==> src/rtl/fxp_seq_divider.sv <==
// rtl/fxp_seq_divider.sv - sequential signed Q2.14 restoring divider, one quotient bit per clock
// Define DIV_ROUND_EN for one guard-bit iteration and round-half-away-from-zero results.
module fxp_seq_divider #(
   parameter int DATA_W = 16,
   parameter int FRAC_W = 14
) (
   input  logic              clk,
   input  logic              rst_n,
   input  logic              start,
   input  logic [DATA_W-1:0] num,
   input  logic [DATA_W-1:0] den,
   output logic [DATA_W-1:0] q,
   output logic              valid,
   output logic              busy,
   output logic              div_by_zero,
   output logic              overflow
);

   localparam int MAG_W = DATA_W + 1;
`ifdef DIV_ROUND_EN
   localparam int QW = DATA_W + FRAC_W + 1;
`else
   localparam int QW = DATA_W + FRAC_W;
`endif
   localparam int REM_W = MAG_W + 1;
   localparam int CNT_W = $clog2(QW + 1);
   localparam logic [DATA_W-1:0] POS_MAX = {1'b0, {(DATA_W-1){1'b1}}};
   localparam logic [DATA_W-1:0] NEG_MAX = {1'b1, {(DATA_W-1){1'b0}}};

   typedef enum logic {IDLE, CALC} state_t;
   state_t state, state_n;

   logic              sign;
   logic [MAG_W-1:0]  den_mag;
   logic [MAG_W-1:0]  rem;
   logic [QW-1:0]     dq;
   logic [CNT_W-1:0]  cnt;

   logic [MAG_W-1:0]  num_ext, den_ext, num_abs, den_abs;
   logic [REM_W-1:0]  rem_sh, rem_nx;
   logic              ge;
   logic [QW-1:0]     dq_nx, mag;
   logic [DATA_W-1:0] q_fin, q_zero;
   logic              ov_fin;
   logic              load, zero_div, finish, last;

   // Magnitudes are one bit wider so that -2.0 (0x8000) becomes +32768.
   always_comb begin
      num_ext = {num[DATA_W-1], num};
      den_ext = {den[DATA_W-1], den};
      num_abs = num_ext[MAG_W-1] ? -num_ext : num_ext;
      den_abs = den_ext[MAG_W-1] ? -den_ext : den_ext;
   end

   // The dividend shares the quotient register: its MSB shifts out as a quotient bit shifts in.
   always_comb begin
      rem_sh = {rem, dq[QW-1]};
      ge     = (rem_sh >= REM_W'(den_mag));
      rem_nx = ge ? (rem_sh - REM_W'(den_mag)) : rem_sh;
      dq_nx  = {dq[QW-2:0], ge};
`ifdef DIV_ROUND_EN
      mag    = (dq_nx >> 1) + QW'(dq_nx[0]);
`else
      mag    = dq_nx;
`endif
   end

   always_comb begin
      q_fin  = mag[DATA_W-1:0];
      ov_fin = 1'b0;
      if (!sign) begin
         if (mag > QW'(POS_MAX)) begin
            q_fin  = POS_MAX;
            ov_fin = 1'b1;
         end
      end else if (mag > QW'(NEG_MAX)) begin
         q_fin  = NEG_MAX;
         ov_fin = 1'b1;
      end else begin
         q_fin  = -mag[DATA_W-1:0];
      end
   end

   always_comb begin
      q_zero = POS_MAX;
      if (num == '0)
         q_zero = '0;
      else if (num[DATA_W-1])
         q_zero = NEG_MAX;
   end

   always_comb begin
      state_n  = state;
      load     = 1'b0;
      zero_div = 1'b0;
      finish   = 1'b0;
      last     = (cnt == CNT_W'(QW - 1));
      case (state)
         IDLE: begin
            if (start) begin
               if (den == '0) begin
                  zero_div = 1'b1;
               end else begin
                  load    = 1'b1;
                  state_n = CALC;
               end
            end
         end
         CALC: begin
            if (last) begin
               finish  = 1'b1;
               state_n = IDLE;
            end
         end
         default: state_n = IDLE;
      endcase
   end

   always_ff @(posedge clk or negedge rst_n) begin
      if (!rst_n)
         state <= IDLE;
      else
         state <= state_n;
   end

   assign busy = (state == CALC);

   always_ff @(posedge clk or negedge rst_n) begin
      if (!rst_n) begin
         sign        <= 1'b0;
         den_mag     <= '0;
         rem         <= '0;
         dq          <= '0;
         cnt         <= '0;
         q           <= '0;
         valid       <= 1'b0;
         div_by_zero <= 1'b0;
         overflow    <= 1'b0;
      end else begin
         valid <= 1'b0;
         if (load) begin
            sign    <= num[DATA_W-1] ^ den[DATA_W-1];
            den_mag <= den_abs;
            rem     <= '0;
            dq      <= QW'(num_abs) << (QW - DATA_W);
            cnt     <= '0;
         end
         if (zero_div) begin
            q           <= q_zero;
            valid       <= 1'b1;
            div_by_zero <= 1'b1;
            overflow    <= 1'b0;
         end
         if (state == CALC) begin
            rem <= MAG_W'(rem_nx);
            dq  <= dq_nx;
            cnt <= cnt + CNT_W'(1);
         end
         if (finish) begin
            q           <= q_fin;
            overflow    <= ov_fin;
            div_by_zero <= 1'b0;
            valid       <= 1'b1;
         end
      end
   end

endmodule

==> config.mk <==
export PLATFORM = sky130hd
export DESIGN_NAME = fxp_seq_divider
export DESIGN_NICKNAME = d
export VERILOG_FILES = /design/src/rtl/fxp_seq_divider.sv
export SDC_FILE = /design/constraint.sdc
export NUM_CORES = 1
export LEC_CHECK = 0
export ABC_CLOCK_PERIOD_IN_PS = 9950
export BUFFER_PORTS_ARGS = -buffer_cell sky130_fd_sc_hd__buf_4
export CORE_MARGIN = 2
export CORE_UTILIZATION = 53
export DETAILED_ROUTE_END_ITERATION = 8
export PLACE_DENSITY = 0.84
export SYNTH_ARGS = -nofsm -noshare
export SYNTH_HDL_FRONTEND = slang
export SYNTH_SLANG_ARGS = --single-unit
==> constraint.sdc <==
create_clock -name clk -period 9.95 [get_ports clk]
set_input_delay 1.4925 -clock clk [delete_from_list [all_inputs] [get_ports clk]]
set_output_delay 1.4925 -clock clk [all_outputs]
set_load 0.01 [all_outputs]
Yosys cells after proc, flatten, opt, wreduce, memory -nomap -nowiden
Index checks and enable logic that the tools add are counted.
Cells by class
  add/sub/neg operators: 5
  magnitude comparators: 3
  equal/unequal tests: 1
  muxes and demuxes: 35
  bitwise operators: 2
  reduce and logical (&&, ||, !) cells: 4
Operators by type and width (number)
  16-bit 2-to-1 mux: 8
  17-bit 2-to-1 mux: 4
  30-bit 2-to-1 mux: 2
  16-bit zero test: 2
  16-bit negator: 2
  30-bit by 15-bit greater-than comparator with 1-bit output, second input constant: 1
  30-bit by 16-bit greater-than comparator with 1-bit output, second input constant: 1
  18-bit by 17-bit greater-or-equal comparator with 1-bit output: 1
  1-bit 2-to-1 mux: 18
  17-bit negator: 1
  17-bit subtractor: 1
  5-bit 2-to-1 mux: 2
  5-bit by 1-bit adder with 5-bit output, second input constant: 1
  5-bit equality test, second input constant: 1
  2-bit nonzero test: 2
  1-bit case mux with 2 select lines: 1
  1-bit inverter: 1
  1-bit XOR: 1
Word-level totals
  flip-flop bits (word level): 90
  bits of input ports: 35
  output and inout bits: 20
  logic and storage cells: 60

Logic depth before layout (Yosys ltp)
  depth after elaboration: 6
  mapped depth: 19
  depth with buffers taken out: 17

Worst setup path before layout
Ideal clock, no wire load.
  path kind: register to register
  start: register rem[1]
  end: register q[11]
  library setup time: 96 ps
  data arrival time: 3533 ps
  data required time: 9854 ps
  slack: 6322 ps
  cell stages (with the launch flop): 17
  buffers on the path: 2
  period minus slack after synthesis: 3628 ps
  path through: dfrtp_1 > ha_1 > nor2b_1 > o31a_1 > o22ai_1 > a21oi_1 > or2_2 > buf_2 > clkinv_1 > buf_2 > ha_1 > nand2_1 > or2_0 > nand2b_1 > a21oi_2 > o21ai_0 > o31ai_1
Between the ends
  longest elaborated chain between the ends: 5
  elaborated cells on any way between the ends: 8
  those cells by class: add/sub (1); order compare (3); mux (4)
RTL lines
  start: declaration: line 35  | logic [MAG_W-1:0] rem;
  start signal: assignment: line 155  | rem <= MAG_W'(rem_nx);
  18-bit by 17-bit greater-or-equal comparator with 1-bit output (*): line 58  | ge = (rem_sh >= REM_W'(den_mag));
  30-bit by 15-bit greater-than comparator with 1-bit output, or another cell as far along: line 72  | if (mag > QW'(POS_MAX)) begin
  16-bit 2-to-1 mux, on equally long branches: line 72, 76
  16-bit 2-to-1 mux (*): line 71  | if (!sign) begin
  16-bit 2-to-1 mux (*): line 159  | if (finish) begin
  end signal: assignment: line 149  | q <= q_zero;
  end signal: assignment: line 160  | q <= q_fin;
  end: declaration: line 12  | output logic [DATA_W-1:0] q,
Mark *: on every way between the ends. The rest lies on a longest branch, timed or not.
A chain may end at the register's enable or synchronous reset.

Worst setup path in the final report
  start: register dq[29]
  end: register q[0]
Between the ends
  longest elaborated chain between the ends: 5
  elaborated cells on any way between the ends: 8
  those cells by class: add/sub (1); order compare (3); mux (4)
RTL lines
  start: declaration: line 36  | logic [QW-1:0] dq;
  start signal: assignment: line 145  | dq <= QW'(num_abs) << (QW - DATA_W);
  start signal: assignment: line 156  | dq <= dq_nx;
  18-bit by 17-bit greater-or-equal comparator with 1-bit output (*): line 58
  30-bit by 15-bit greater-than comparator with 1-bit output, or another cell as far along: line 72
  16-bit 2-to-1 mux, on equally long branches: line 72, 76
  16-bit 2-to-1 mux (*): line 71
  16-bit 2-to-1 mux (*): line 159
Marked as above.

==> flow_metrics.tcl <==
set metrics [dict create \
    dp_hpwl_microns 10000 \
    crit_type "reg -> reg" \
    setup-tns-final_ps 0 \
    dr.first_iter.drc_count 400 \
    drc 0 \
    finish.instance_area_sq_um 6410 \
    ir_drop_mv 0.133 \
    syn_inst 689 \
    fin_worst_skew_ps 18.5 \
    via_count 5191 \
    cp.required_ps 10230 \
    worstMarginPinSlew_ps 970 \
    max_cap_viol_count 0 \
    grt_setup_unrepaired "false" \
    syn_area_sq_um 5710 \
    clk_latency_ps 380 \
    worstReg2RegEnd "q[0]" \
    synth_seq_cells 90 \
    track_usage_pct 26.2 \
    grt_pass1_wl_microns 24300 \
    dr.pass1.iters 5 \
    final.min_clock_period_ps 4840 \
    fin_cells 864 \
    postPlaceCellArea_sq_um 6160 \
    nFillCells 881 \
    grt_antenna_before_repair 0 \
    clk_path_buf_depth 2 \
    layout-drive-gt1-share_pct 12.0 \
    syn_area_per_cell_sq_um 8.28 \
    ff2ff_path_depth 17 \
    cp_slowest_cell "clkinv_1" \
    cts.clk_slew.worst_paths_ps 100 \
    cpPeakStageDelay_ps 740 \
    cts_setup_buffers 0 \
    ys_async_sr_fraction_pct 100 \
    grt_pass1_vias 5192 \
    timing.critical_path.buf_inv 2 \
    dieArea_sq_um 11600 \
    place_ws_ps 5300 \
    cp-start-kind "flop" \
    fp.coreArea_sq_um 10400 \
    cts.repair.resized 0 \
    startpoint "dq[29]" \
    slew_headroom_pct 35.4 \
    power_density_nw_per_um2 336 \
    synth_edf_count 0 \
    area_growth_syn_to_layout_pct 12.4 \
    io_buffers 54 \
    htreeDepth 3 \
    finalHoldViolCount 0 \
    numCtsBuffers 9 \
    clock_sinks 90 \
    drt_wl_total_microns 14200 \
    layout_setup_ws_ps 5110 \
    yosys_warnings 0 \
    path_max_fanout 34 \
    ys_seq_area_share_pct 39.5 \
    hold_buffers 0 \
    power.leakage_nw 2.91 \
    p_total_w 0.00215 \
    cts_tree "yes" \
    viasPerCell 6.01 \
    globalRouteOverflowTotal 0 \
    multiInputGateArea_sq_um 3170 \
    ios 55 \
    routedWlPerCell_microns 16.4 \
    die_w_microns 108 \
    slew_violations 0 \
    cpLargestDelayFamily "compound AO/OA/AOI/OAI gates" \
    synth_fp_nets 747 \
    clockRootBuffer "clkbuf_8" \
    synth_ff_type "dfrtp_1" \
    worstPathCellList "inv_1, ha_1, fa_1, nor2b_1, o31a_1, o22ai_1, a21oi_1, or2_2, clkinv_1, ha_1, nand2_1, or2_0, nand2b_1, a21oi_2, o21ai_0, a21oi_1, a211o_1" \
    cp.depth 17 \
    rr_startpoint "dq[29]" \
    fmax_ghz 0.207 \
    antenna_cells 0 \
    status "complete, no violations" \
    grt_start_max_net_pins 80 \
    synthDistinctLibCells 59 \
    gp_congestion 0.917 \
    rrSetupSlack_ps 5110 \
    drtAntennaViolNets 0 \
    final_net_count 781 \
    fp-row-count 37 \
    start_util_pct 55.0 \
    cp-end-kind "flop" \
    dp_cells 848 \
    endpoint "q[0]" \
    period_share_pct 48.7 \
    regArea_sq_um 2250 \
    hold_class "reg -> reg" \
    die_h_microns 108 \
    arrival_ps 5120 \
    final-setup-viol-count 0 \
]
==> cell usage after synthesis (all sizes together) (11+ instances only) <==
library cell  instances  share of area, %
o31ai                11               1.4
nor3                 11              0.96
nand3                19               1.7
o21ai                92               8.1
inv                  32               2.1
dfrtp                90                39
nor2                 52               3.4
a21oi                51               4.5
nor4                 11               1.8
ha                   22               4.8
xor2                 21               3.2
clkbuf               25               1.6
xnor2                22               3.4
nand2               111               7.3
==> layer usage <==
metal | vias to the layer above | track usage, % | routed length, microns
li1 | 2494 | - | -
met1 | 2478 | 33.8 | 6270
met2 | 186 | 42.8 | 6770
met3 | 33 | 5.51 | 836
met4 | 0 | 10.7 | 301
met5 | - | 0 | 0
==> cells in the final DEF (no fill, tap or decap), types with 8 or more instances in the layout <==
| cell | instances |
|---|---|
| nand2_1 | 111 |
| o21ai_0 | 90 |
| dfrtp_1 | 89 |
| buf_4 | 58 |
| nor2_1 | 52 |
| a21oi_1 | 50 |
| inv_1 | 32 |
| xnor2_1 | 22 |
| ha_1 | 22 |
| xor2_1 | 21 |
| nand3_1 | 19 |
| nor3_1 | 11 |
| o31ai_1 | 11 |
| a31oi_1 | 10 |
| clkbuf_8 | 10 |
| nand2b_1 | 8 |
| a22o_1 | 8 |
| nor4_1 | 8 |
==> worst min path at each step <==
stage | startpoint | end | slack, ps | depth (start not counted)
after floorplan | den_mag[15] | den_mag[15] | 440 | 2
final | q[6] | q[6] | 500 | 1
after global placement | div_by_zero | div_by_zero | 460 | 2
after detailed placement | div_by_zero | div_by_zero | 470 | 2
after CTS | q[6] | q[6] | 500 | 1
after global routing | q[8] | q[8] | 530 | 1
==> kinds of logic (layout without fill, tap and decap cells) <==
| group | count (synthesis) | count (layout) | share of synthesized area [%] |
|---|---|---|---|
| compound gates | 217 | 217 | 22.9 |
| xor+xnor | 43 | 43 | 6.60 |
| fa+ha+maj | 23 | 23 | 5.18 |
| buf+inv | 69 | 108 | 4.96 |
| flops | 90 | 90 | 39.5 |
| mux | 5 | 5 | 0.877 |
| simple gates | 242 | 242 | 20.0 |
==> metrics by stage <==
| stage | utilization, % | hold slack (ps) |
|---|---|---|
| after floorplan | - | 443 |
| after global placement | 59.4 | 464 |
| after detailed placement | 59.4 | 470 |
| after CTS | 61.8 | 505 |
| after global routing | 61.8 | 525 |
| final | 61.8 | 500 |
==> where the power goes <==
| group | total, W | switching (W) | internal [W] |
|---|---|---|---|
| Combinational | 0.00110 | 0.000625 | 0.000480 |
| Clock | 0.000322 | 0.000145 | 0.000177 |
| Sequential | 0.000728 | 0.000174 | 0.000554 |
| Total | 0.00215 | 0.000944 | 0.00121 |
==> sequential cells by signal, summed over array words and instances (netlist names) <==
name         count
div_by_zero      1
valid            1
dq              30
rem             17
busy             1
overflow         1
cnt              5
sign             1
den_mag         17
q               16
==> area by class of cell <==
| type | count | area share (%) |
|---|---|---|
| Multi-Input combinational cell | 530 | 49.4 |
| Sequential cell | 90 | 35.1 |
| Timing Repair Buffer | 58 | 6.79 |
| Tap cell | 136 | 2.65 |
| Clock buffer | 10 | 2.15 |
| Inverter | 34 | 1.99 |
| Clock inverter | 6 | 1.85 |
Note: power is estimated with default switching activity, not from simulation.
